[config.mk]
export PLATFORM = sky130hd
export DESIGN_NAME = pwm_rgb_driver
export DESIGN_NICKNAME = d
export VERILOG_FILES = /design/src/rtl/pwm_rgb_driver.sv
export SDC_FILE = /design/constraint.sdc
export NUM_CORES = 1
export LEC_CHECK = 0
export ABC_AREA = 1
export BUFFER_PORTS_ARGS = -buffer_cell sky130_fd_sc_hd__buf_2
export CORE_ASPECT_RATIO = 0.6
export CORE_UTILIZATION = 28
export CTS_CLUSTER_SIZE = 12
export DETAILED_ROUTE_END_ITERATION = 16
export GPL_TIMING_DRIVEN = 0
export RECOVER_POWER = 50
export REMOVE_ABC_BUFFERS = 1
export SYNTH_ARGS = -nofsm -noshare
export SYNTH_HDL_FRONTEND = slang
export SYNTH_SLANG_ARGS = --single-unit
[constraint.sdc]
create_clock -name clk -period 1.7 [get_ports clk]
set_input_delay 0.085 -clock clk [delete_from_list [all_inputs] [get_ports clk]]
set_output_delay 0.085 -clock clk [all_outputs]
set_load 0.01 [all_outputs]
[src/rtl/pwm_rgb_driver.sv]
// pwm_rgb_driver: three-channel 8-bit PWM for an RGB LED.
// A prescaler divides clk down to PWM ticks; an 8-bit counter runs 0..254
// (255 ticks per period) and each channel is active while cnt < its shadow duty.
// Shadows reload only at period wrap (or continuously while idle), so a duty
// change never produces a partial period.
module pwm_rgb_driver #(
  parameter int unsigned DIV        = 390,  // clk cycles per PWM tick, 1..65535
  parameter bit          ACTIVE_LOW = 1'b0  // 1 inverts LED outputs (common anode)
) (
  input  logic       clk,
  input  logic       rst,
  input  logic       en,
  input  logic [7:0] R_time_in,
  input  logic [7:0] G_time_in,
  input  logic [7:0] B_time_in,
  output logic       led_r,
  output logic       led_g,
  output logic       led_b,
  output logic       period_start
);

  localparam logic [15:0] DivLast = 16'(DIV - 1);
  localparam logic [7:0]  CntLast = 8'd254;

  typedef enum logic {StIdle, StRun} state_t;

  state_t      state;
  logic [15:0] pre;
  logic [7:0]  cnt;
  logic [7:0]  sh_r;
  logic [7:0]  sh_g;
  logic [7:0]  sh_b;

  logic tick;
  logic wrap;

  // Tick is gated by en so a falling en always wins over a pending tick.
  always_comb begin
    tick = en && (pre == DivLast);
    wrap = tick && (cnt == CntLast);
  end

  // Counters, shadows, state and registered outputs.
  always_ff @(posedge clk) begin
    if (rst) begin
      state        <= StIdle;
      pre          <= '0;
      cnt          <= '0;
      sh_r         <= '0;
      sh_g         <= '0;
      sh_b         <= '0;
      led_r        <= ACTIVE_LOW;
      led_g        <= ACTIVE_LOW;
      led_b        <= ACTIVE_LOW;
      period_start <= 1'b0;
    end else if (!en) begin
      // Idle: park the counters and keep shadows tracking the inputs.
      state        <= StIdle;
      pre          <= '0;
      cnt          <= '0;
      sh_r         <= R_time_in;
      sh_g         <= G_time_in;
      sh_b         <= B_time_in;
      led_r        <= ACTIVE_LOW;
      led_g        <= ACTIVE_LOW;
      led_b        <= ACTIVE_LOW;
      period_start <= 1'b0;
    end else begin
      state <= StRun;
      // First run clk after idle starts a fresh period at cnt=0; so does a wrap.
      period_start <= (state == StIdle) || wrap;
      pre          <= (pre == DivLast) ? 16'd0 : pre + 16'd1;
      if (tick) begin
        cnt <= wrap ? 8'd0 : cnt + 8'd1;
      end
      // Shadows only change at the period boundary; with en held through a
      // reset they stay at zero until the first wrap.
      if (wrap) begin
        sh_r <= R_time_in;
        sh_g <= G_time_in;
        sh_b <= B_time_in;
      end
      led_r <= (cnt < sh_r) ^ ACTIVE_LOW;
      led_g <= (cnt < sh_g) ^ ACTIVE_LOW;
      led_b <= (cnt < sh_b) ^ ACTIVE_LOW;
    end
  end

endmodule
# Word-level counts from Yosys, hierarchy flattened

Index checks and enable logic that the tools add are counted.
Widths: inputs -> output; s select.

Output and inout bits: 4
Bits in registers: 53
Bits of input ports: 27

Reduce and logical (&&, ||, !) cells: 5
$add $sub $neg: 2
Order comparisons: 3
Bitwise logic cells: 2
Equal/unequal tests: 3
Muxes and demuxes: 8

Operators with widths:

| kind                  | number |
|---|---|
| $mux 8                | 7 |
| $lt 8x8->1            | 3 |
| $add 16x1->16 const B | 1 |
| $eq 16x9->1 const B   | 1 |
| $add 8x1->8 const B   | 1 |
| $eq 8x8->1 const B    | 1 |
| $reduce_or 3->1       | 1 |
| $logic_and 1x1->1     | 2 |
| $ne 2x1->1 const B    | 1 |
| $not 1->1             | 2 |
| $reduce_or 2->1       | 1 |
| $logic_or 1x1->1      | 1 |
| $mux 1                | 1 |

# Depth between registers and ports, before layout

Gate-level depths: netlist (run 1).

Depth in word-level cells: 5
Depth in mapped cells: 12
Gate-level depth less buffers: 11

# Worst setup path before layout (run 1)

OpenSTA, ideal clock, no wires.

Kind: register -> register
From: register pre[0]
To: register sh_r[1]
Slack: 0.211 ns
Buffers on the path: 1
Arrival time: 1.376 ns
Stages on the path, launching flop included: 12
Cell sequence: dfxtp_1 -> ha_1 -> inv_1 -> nor2_1 -> nand2_1 -> nor2_2 -> nand2_2 -> o21bai_4 -> buf_2 -> nand2_1 -> nand2_1 -> nor2_1

Cells in the longest elaborated chain, start to end: 4

RTL lines:

| what                     | line | source |
|---|---|---|
| start: declaration       | 28   | `logic [15:0] pre;` |
| start signal: assignment | 72   | `pre <= (pre == DivLast) ? 16'd0 : pre + 16'd1;` |
| $eq 16x9->1              | 39   | `tick = en && (pre == DivLast);` |
| $logic_and 1x1->1        | 39   |  |
| $logic_and 1x1->1        | 40   | `wrap = tick && (cnt == CntLast);` |
| $ne 2x1->1 (no line)     | n/a  |  |
| end signal: assignment   | 61   | `sh_r <= R_time_in;` |
| end signal: assignment   | 79   | `sh_r <= R_time_in;` |
| end: declaration         | 30   | `logic [7:0] sh_r;` |

No other way between the ends.
A chain may end at the register's enable or synchronous reset.

# Final worst setup path (run 1)

From: register pre[1]
To: register sh_r[2]

Same word-level chain as after synthesis.

==> results of run 1 <==
==> timing repair <==
action	in CTS	in global routing
hold endpoints to repair	0	0
setup buffers	5	13
hold buffers	0	0
gates resized for setup	9	32
cloned	3	1
pin swaps	4	15
endpoints found under the setup margin	41	33
==> cell usage after synthesis <==
cell type and n:
dfxtp_1 53, inv_2 2, or2_2 2, nand4_1 10
nand2_1 106, inv_1 74, nor2_2 5, nor3b_1 2
nor2_1 81, ha_1 25, nand3b_1 1, o21ai_0 5
nand2_2 3, a21oi_1 32, o211ai_1 4, buf_2 4
buf_1 2, o21a_1 3, xor2_1 3, o21bai_4 1
nor3_1 8, nand3b_4 1, buf_6 3, nand3_1 19
==> power by group <==
group	switching, mW	internal, mW	leakage, nW	total (mW)
logic	0.166	0.136	1.28	0.302
clock network	0.443	0.580	0.0700	1.02
registers	0.0245	1.29	0.439	1.31
total	0.634	2.01	1.79	2.64
==> cell type report <==
type / instances / area (um^2)
Fill cell: 1096 / 6395
Inverter: 76 / 285.3
Sequential cell: 53 / 1075
Multi-Input combinational cell: 314 / 1743
Tap cell: 135 / 168.9
Clock buffer: 7 / 142.6
Timing Repair Buffer: 49 / 350.3
==> critical path, delay by kind of cell (launching register included) <==
family | cells | cell delay (ps)
DFF | 1 | 320
AOI/OAI and AO/OA | 1 | 240
adders and majority gates | 1 | 150
buffers and inverters | 3 | 300
and+or+nand+nor | 7 | 590
==> state kept, by name, indices dropped and copies added, names as in the netlist <==
signal        flops
led_g             1
cnt               8
led_b             1
sh_g              8
led_r             1
sh_r              8
sh_b              8
state             1
pre              16
period_start      1
==> routing by layer <==
metal  track usage  vias to the layer above
met1        0.2086                     1190
met2        0.1918                       69
li1              -                     1500
met5             0                        -
met4       0.04382                        0
met3       0.03236                        6
==> path summary, 6_finish.rpt <==
kind	start	to	slack, ps	cells past startpoint
worst max-delay path	pre[1]$_SDFF_PP0_	sh_r[2]$_SDFFE_PP0P_	-10	12
worst min-delay path	rst	state$_SDFF_PP0_	60	2
worst max register to register	pre[1]$_SDFF_PP0_	sh_r[2]$_SDFFE_PP0P_	-10	12
worst min register to register	state$_SDFF_PP0_	period_start$_SDFF_PP0_	410	1
==> logic make-up (layout without fill, tap and decap cells) <==
group | Yosys count | after routing | synth area share
simple gates | 238 | 238 | 0.3340
buf+inv | 85 | 132 | 0.1152
flops | 53 | 53 | 0.3527
compound gates | 45 | 48 | 0.08527
fa+ha+maj | 25 | 25 | 0.1040
xor+xnor | 3 | 3 | 0.008737
==> stage by stage <==
stage | instance area, um^2 | worst slack, ps | setup TNS [ps]
after floorplan | 2947 | -131.2 | -3148
after global placement | 3266 | -590.4 | -13880
after detailed placement | 3266 | -607.2 | -13920
after CTS | 3540 | 5.632 | 0
after global routing | 3765 | -123.8 | -1273
final | 3765 | -14.05 | -30.73
==> metrics.yaml, run 1 <==
floorplanning:
  io_pins: 31
  die_y_um: 82.29
  num_rows: 28
  core_mm2: 0.01016
  dieArea_mm2: 0.01117
  start_util: 0.2961
  die_width_um: 135.8
yosys:
  synth-seq-cells: 53
  synth.top_cell.area_share: 0.3527
  synth_warnings: 0
  ys_seq_area_frac: 0.3527
  netlist_top_cells_area: "dfxtp_1 (35%), nand2_1 (13%), ha_1 (10%)"
  synth_cell_types: 24
  synth_area_per_cell_um2: 6.699
  synth_area_mm2: 0.003008
  yosysTopAreaCell: "dfxtp_1"
  netlist_instances: 449
job:
  max_cap_violations: 0
clock_tree:
  cts.clk_slew.worst_paths_ps: 70
  cts.sinks: 53
  cts_buffers: 5
  clk_latency_ps: 290
  cts_max_level: 2
  cts_buffer_depth: 2
  clock-root-buffer: "clkbuf_16"
  cts_tree: "yes"
timing:
  slew_viol_final: 0
  rsz0062_at_grt: "true"
  setup_viol: 4
  hold_violations: 0
  max_freq_mhz: 583.4
  tightestPinTransition_ps: 861.9
  whs_ps: 60.42
  min_period_ps: 1714
  period_share: 1.008
  maxSlewHeadroom: 0.4248
  clock_skew_ps: 5.482
  fin_ws_ps: -14.05
worst_hold_path:
  hold_class: "in2reg"
detailed_routing:
  drt_first_pass_iters: 4
  drt-met1-wl_um: 3990
  routed.top_layer: "met4"
  ant_nets: 0
  met3_length_um: 424
  route.met2.wl_um: 2719
  via_count: 2765
  drtIter0Drc: 163
  drt-total-wl_um: 7217
  remaining_drc_errors: 0
  viasPerCell: 4.361
  wl_per_cell_um: 11.38
placed_design:
  dp.cells: 605
  port_buffers: 30
  dp_hpwl_um: 4829
  gp_congestion: 0.8925
global_routing:
  grt_pass1_wl_um: 11850
  grt_usage: 0.1394
  grt_max_degree: 26
  antenna_found_initial: 0
  overflow: 0
  grt_pass1_vias: 2407
layout:
  final_cell_mix: "nand2_1 (96), nor2_1 (79), inv_1 (71)"
  antennaDiodeCount: 0
  final_common_cell: "nand2_1"
  finalNetCount: 551
  finalNonFillerCells: 634
  drive_above_1_share: 0.1884
  final_util: 0.3706
  syn_to_final_growth_pct: 25.17
setup_path:
  path_cells: "inv_2 > ha_4 > inv_2 > nor2_1 > nand2_1 > nor2_4 > nand2_8 > o21bai_4 > clkbuf_16 > nand2_2 > nand2_1 > nor2_1"
  critical_path_class: "reg2reg"
  cp_max_fo: 6
  crit_path_start_kind: "flip-flop"
  worstPathRequired_ps: 1890
  cp.arrival_ps: 1900
  end_kind: "flip-flop"
  critPathMaxStageDelay_ps: 320
  crit_slowest_cell: "dfxtp_2"
power:
  power_leakage_nw: 1.793
  power.total_mw: 2.640
  vdd_drop_max_uv: 389.5
  powerDensity_mw_per_mm2: 701.2
run_status:
  outcome: "finished, violations left"
  violations: "negative setup slack"
No activity file was read; power rests on OpenSTA's default activity.
==> run 2: changes to the inputs <==
--- a/config.mk
+++ b/config.mk
@@ -12,7 +12,6 @@
 export CTS_CLUSTER_SIZE = 12
 export DETAILED_ROUTE_END_ITERATION = 16
 export GPL_TIMING_DRIVEN = 0
-export RECOVER_POWER = 50
 export REMOVE_ABC_BUFFERS = 1
 export SYNTH_ARGS = -nofsm -noshare
 export SYNTH_HDL_FRONTEND = slang
==> run 2 against run 1 <==
The run still ends with negative setup slack left. Sequential power about the same. Flip-flop and latch count stayed put. First-iteration DRC count increased by 5.5%. Clock skew about the same. Clock-buffer cell count unchanged. Power about the same. Largest cell class unchanged. Die area did not move. Core utilization about the same. Wire length grew 0.53%.
==> metrics.yaml, run 2 (synthesis results as in run 1) <==
layout:
  largest_register_ffs: 16
  fill_cells: 1094
  regMostFlops: "pre"
  final_cell_mix: "nand2_1 (96), nor2_1 (79), inv_1 (70)"
  final_common_cell: "nand2_1"
  finalNetCount: 551
  antennaDiodeCount: 0
  drive_above_1_share: 0.1984
  syn_to_final_growth_pct: 25.33
  stdcell_area_mm2: 0.003770
  finalNonFillerCells: 634
setup_path:
  cp_max_fo: 6
  rr_worst_depth: 12
  startpoint: "pre[1]$_SDFF_PP0_"
  r2r_start: "pre[1]$_SDFF_PP0_"
  r2r_slack_ps: -10
  worstPathRequired_ps: 1890
  end_kind: "flip-flop"
  cp-endpoint: "sh_r[2]$_SDFFE_PP0P_"
  crit_path_start_kind: "flip-flop"
  critical_path_class: "reg2reg"
  r2r-end: "sh_r[2]$_SDFFE_PP0P_"
  cp.arrival_ps: 1900
placed_design:
  port_buffers: 30
  dp.cells: 605
  dp_hpwl_um: 4829
  gp_congestion: 0.8925
  placed_cell_area_mm2: 0.003266
  place_ws_ps: -607.2
clock_tree:
  cts_buffer_depth: 2
  clk_latency_ps: 290
  cts_max_level: 2
  cts_tree: "yes"
  cts_buffers: 5
  cts.clk_slew.worst_paths_ps: 70
  cts.sinks: 53
  cts_hold_buf: 0
  clock-root-buffer: "clkbuf_16"
timing:
  rsz0062_at_grt: "true"
  maxSlewHeadroom: 0.4249
  period_share: 1.008
  min_period_ps: 1714
  fin_ws_ps: -13.66
  slew_viol_final: 0
  tightestPinTransition_ps: 861.8
  clock_skew_ps: 5.248
  hold_violations: 0
  max_freq_mhz: 583.5
  setup_viol: 4
global_routing:
  overflow: 0
  grt_usage: 0.1394
  antenna_found_initial: 0
  grt_pass1_vias: 2407
  grt_max_degree: 26
  grt_pass1_wl_um: 11850
worst_hold_path:
  hold_class: "in2reg"
floorplanning:
  dieArea_mm2: 0.01117
  core_mm2: 0.01016
  start_util: 0.2961
  die_width_um: 135.8
  num_rows: 28
  die_y_um: 82.29
  io_pins: 31
job:
  max_cap_violations: 0
run_status:
  violations: "negative setup slack"
  outcome: "finished, violations left"
power:
  power_leakage_nw: 1.805
  power.total_mw: 2.641
  vdd_drop_max_uv: 389.2
  powerDensity_mw_per_mm2: 700.5
detailed_routing:
  via_count: 2781
  drtIter0Drc: 172
  remaining_drc_errors: 0
  viasPerCell: 4.386
  ant_nets: 0
  drt_first_pass_iters: 4
  wl_per_cell_um: 11.44
  drt-total-wl_um: 7255
[run 2: changes by cell type in the layout (fill, tap and decap cells not counted), sizes merged]
cell    delta
clkbuf     -4
buf        +4
[run 2: worst min path at each step]
stage	from	to	slack, ps	cells past startpoint
6_report	rst	state$_SDFF_PP0_	60	2
5_1_grt	rst	state$_SDFF_PP0_	60	2
4_1_cts	rst	state$_SDFF_PP0_	60	2
3_5_place_dp	rst	state$_SDFF_PP0_	360	2
3_3_place_gp	rst	state$_SDFF_PP0_	360	2
2_1_floorplan	rst	state$_SDFF_PP0_	190	1
[run 2: through the flow]
stage	TNS (ps)	hold WS [ps]	utilization
finish	-29.97	60.33	0.3711
global route	-1213	60.28	0.3711
CTS	0	56.48	0.3484
detailed placement	-13920	357.8	0.3214
global placement	-13880	355.1	0.3214
floorplan	-3148	187.7	-
[run 2: what timing repair did]
action                     in CTS  in global routing
cloned                          3                  1
resized for setup               9                 32
setup endpoints to repair      41                 33
buffers inserted                5                 13
pin swaps                       4                 15
[run 2: layout make-up]
cell class                 instances  area, um^2  area share
multi-input combinational        314        1743      0.4623
clock buffer                       7       142.6     0.03784
timing repair buffer              49       355.3     0.09426
sequential                        53        1075      0.2851
tap                              135       168.9     0.04481
inverter                          76       285.3     0.07567
[run 2: routing by layer]
metal | part of all wire | global-route usage
met1 | 0.55 | 0.2086
met2 | 0.38 | 0.1918
met3 | 0.057 | 0.03236
met4 | 0.012 | 0.04382
met5 | 0 | 0
[run 2: power by group]
group / switching, mW / total (mW) / leakage (nW) / internal (mW)
Clock: 0.443 / 1.02 / 0.0700 / 0.580
Sequential: 0.0244 / 1.31 / 0.439 / 1.29
Combinational: 0.165 / 0.303 / 1.30 / 0.138
Total: 0.633 / 2.64 / 1.81 / 2.01
[run 2: worst max-delay path, cell delays in order (launching register included)]
cell,delay [ps]
dfxtp_2,320
inv_2,70
ha_4,150
inv_2,30
nor2_1,70
nand2_1,90
nor2_4,180
nand2_8,90
o21bai_4,240
clkbuf_16,200
nand2_2,40
nand2_1,60
nor2_1,60
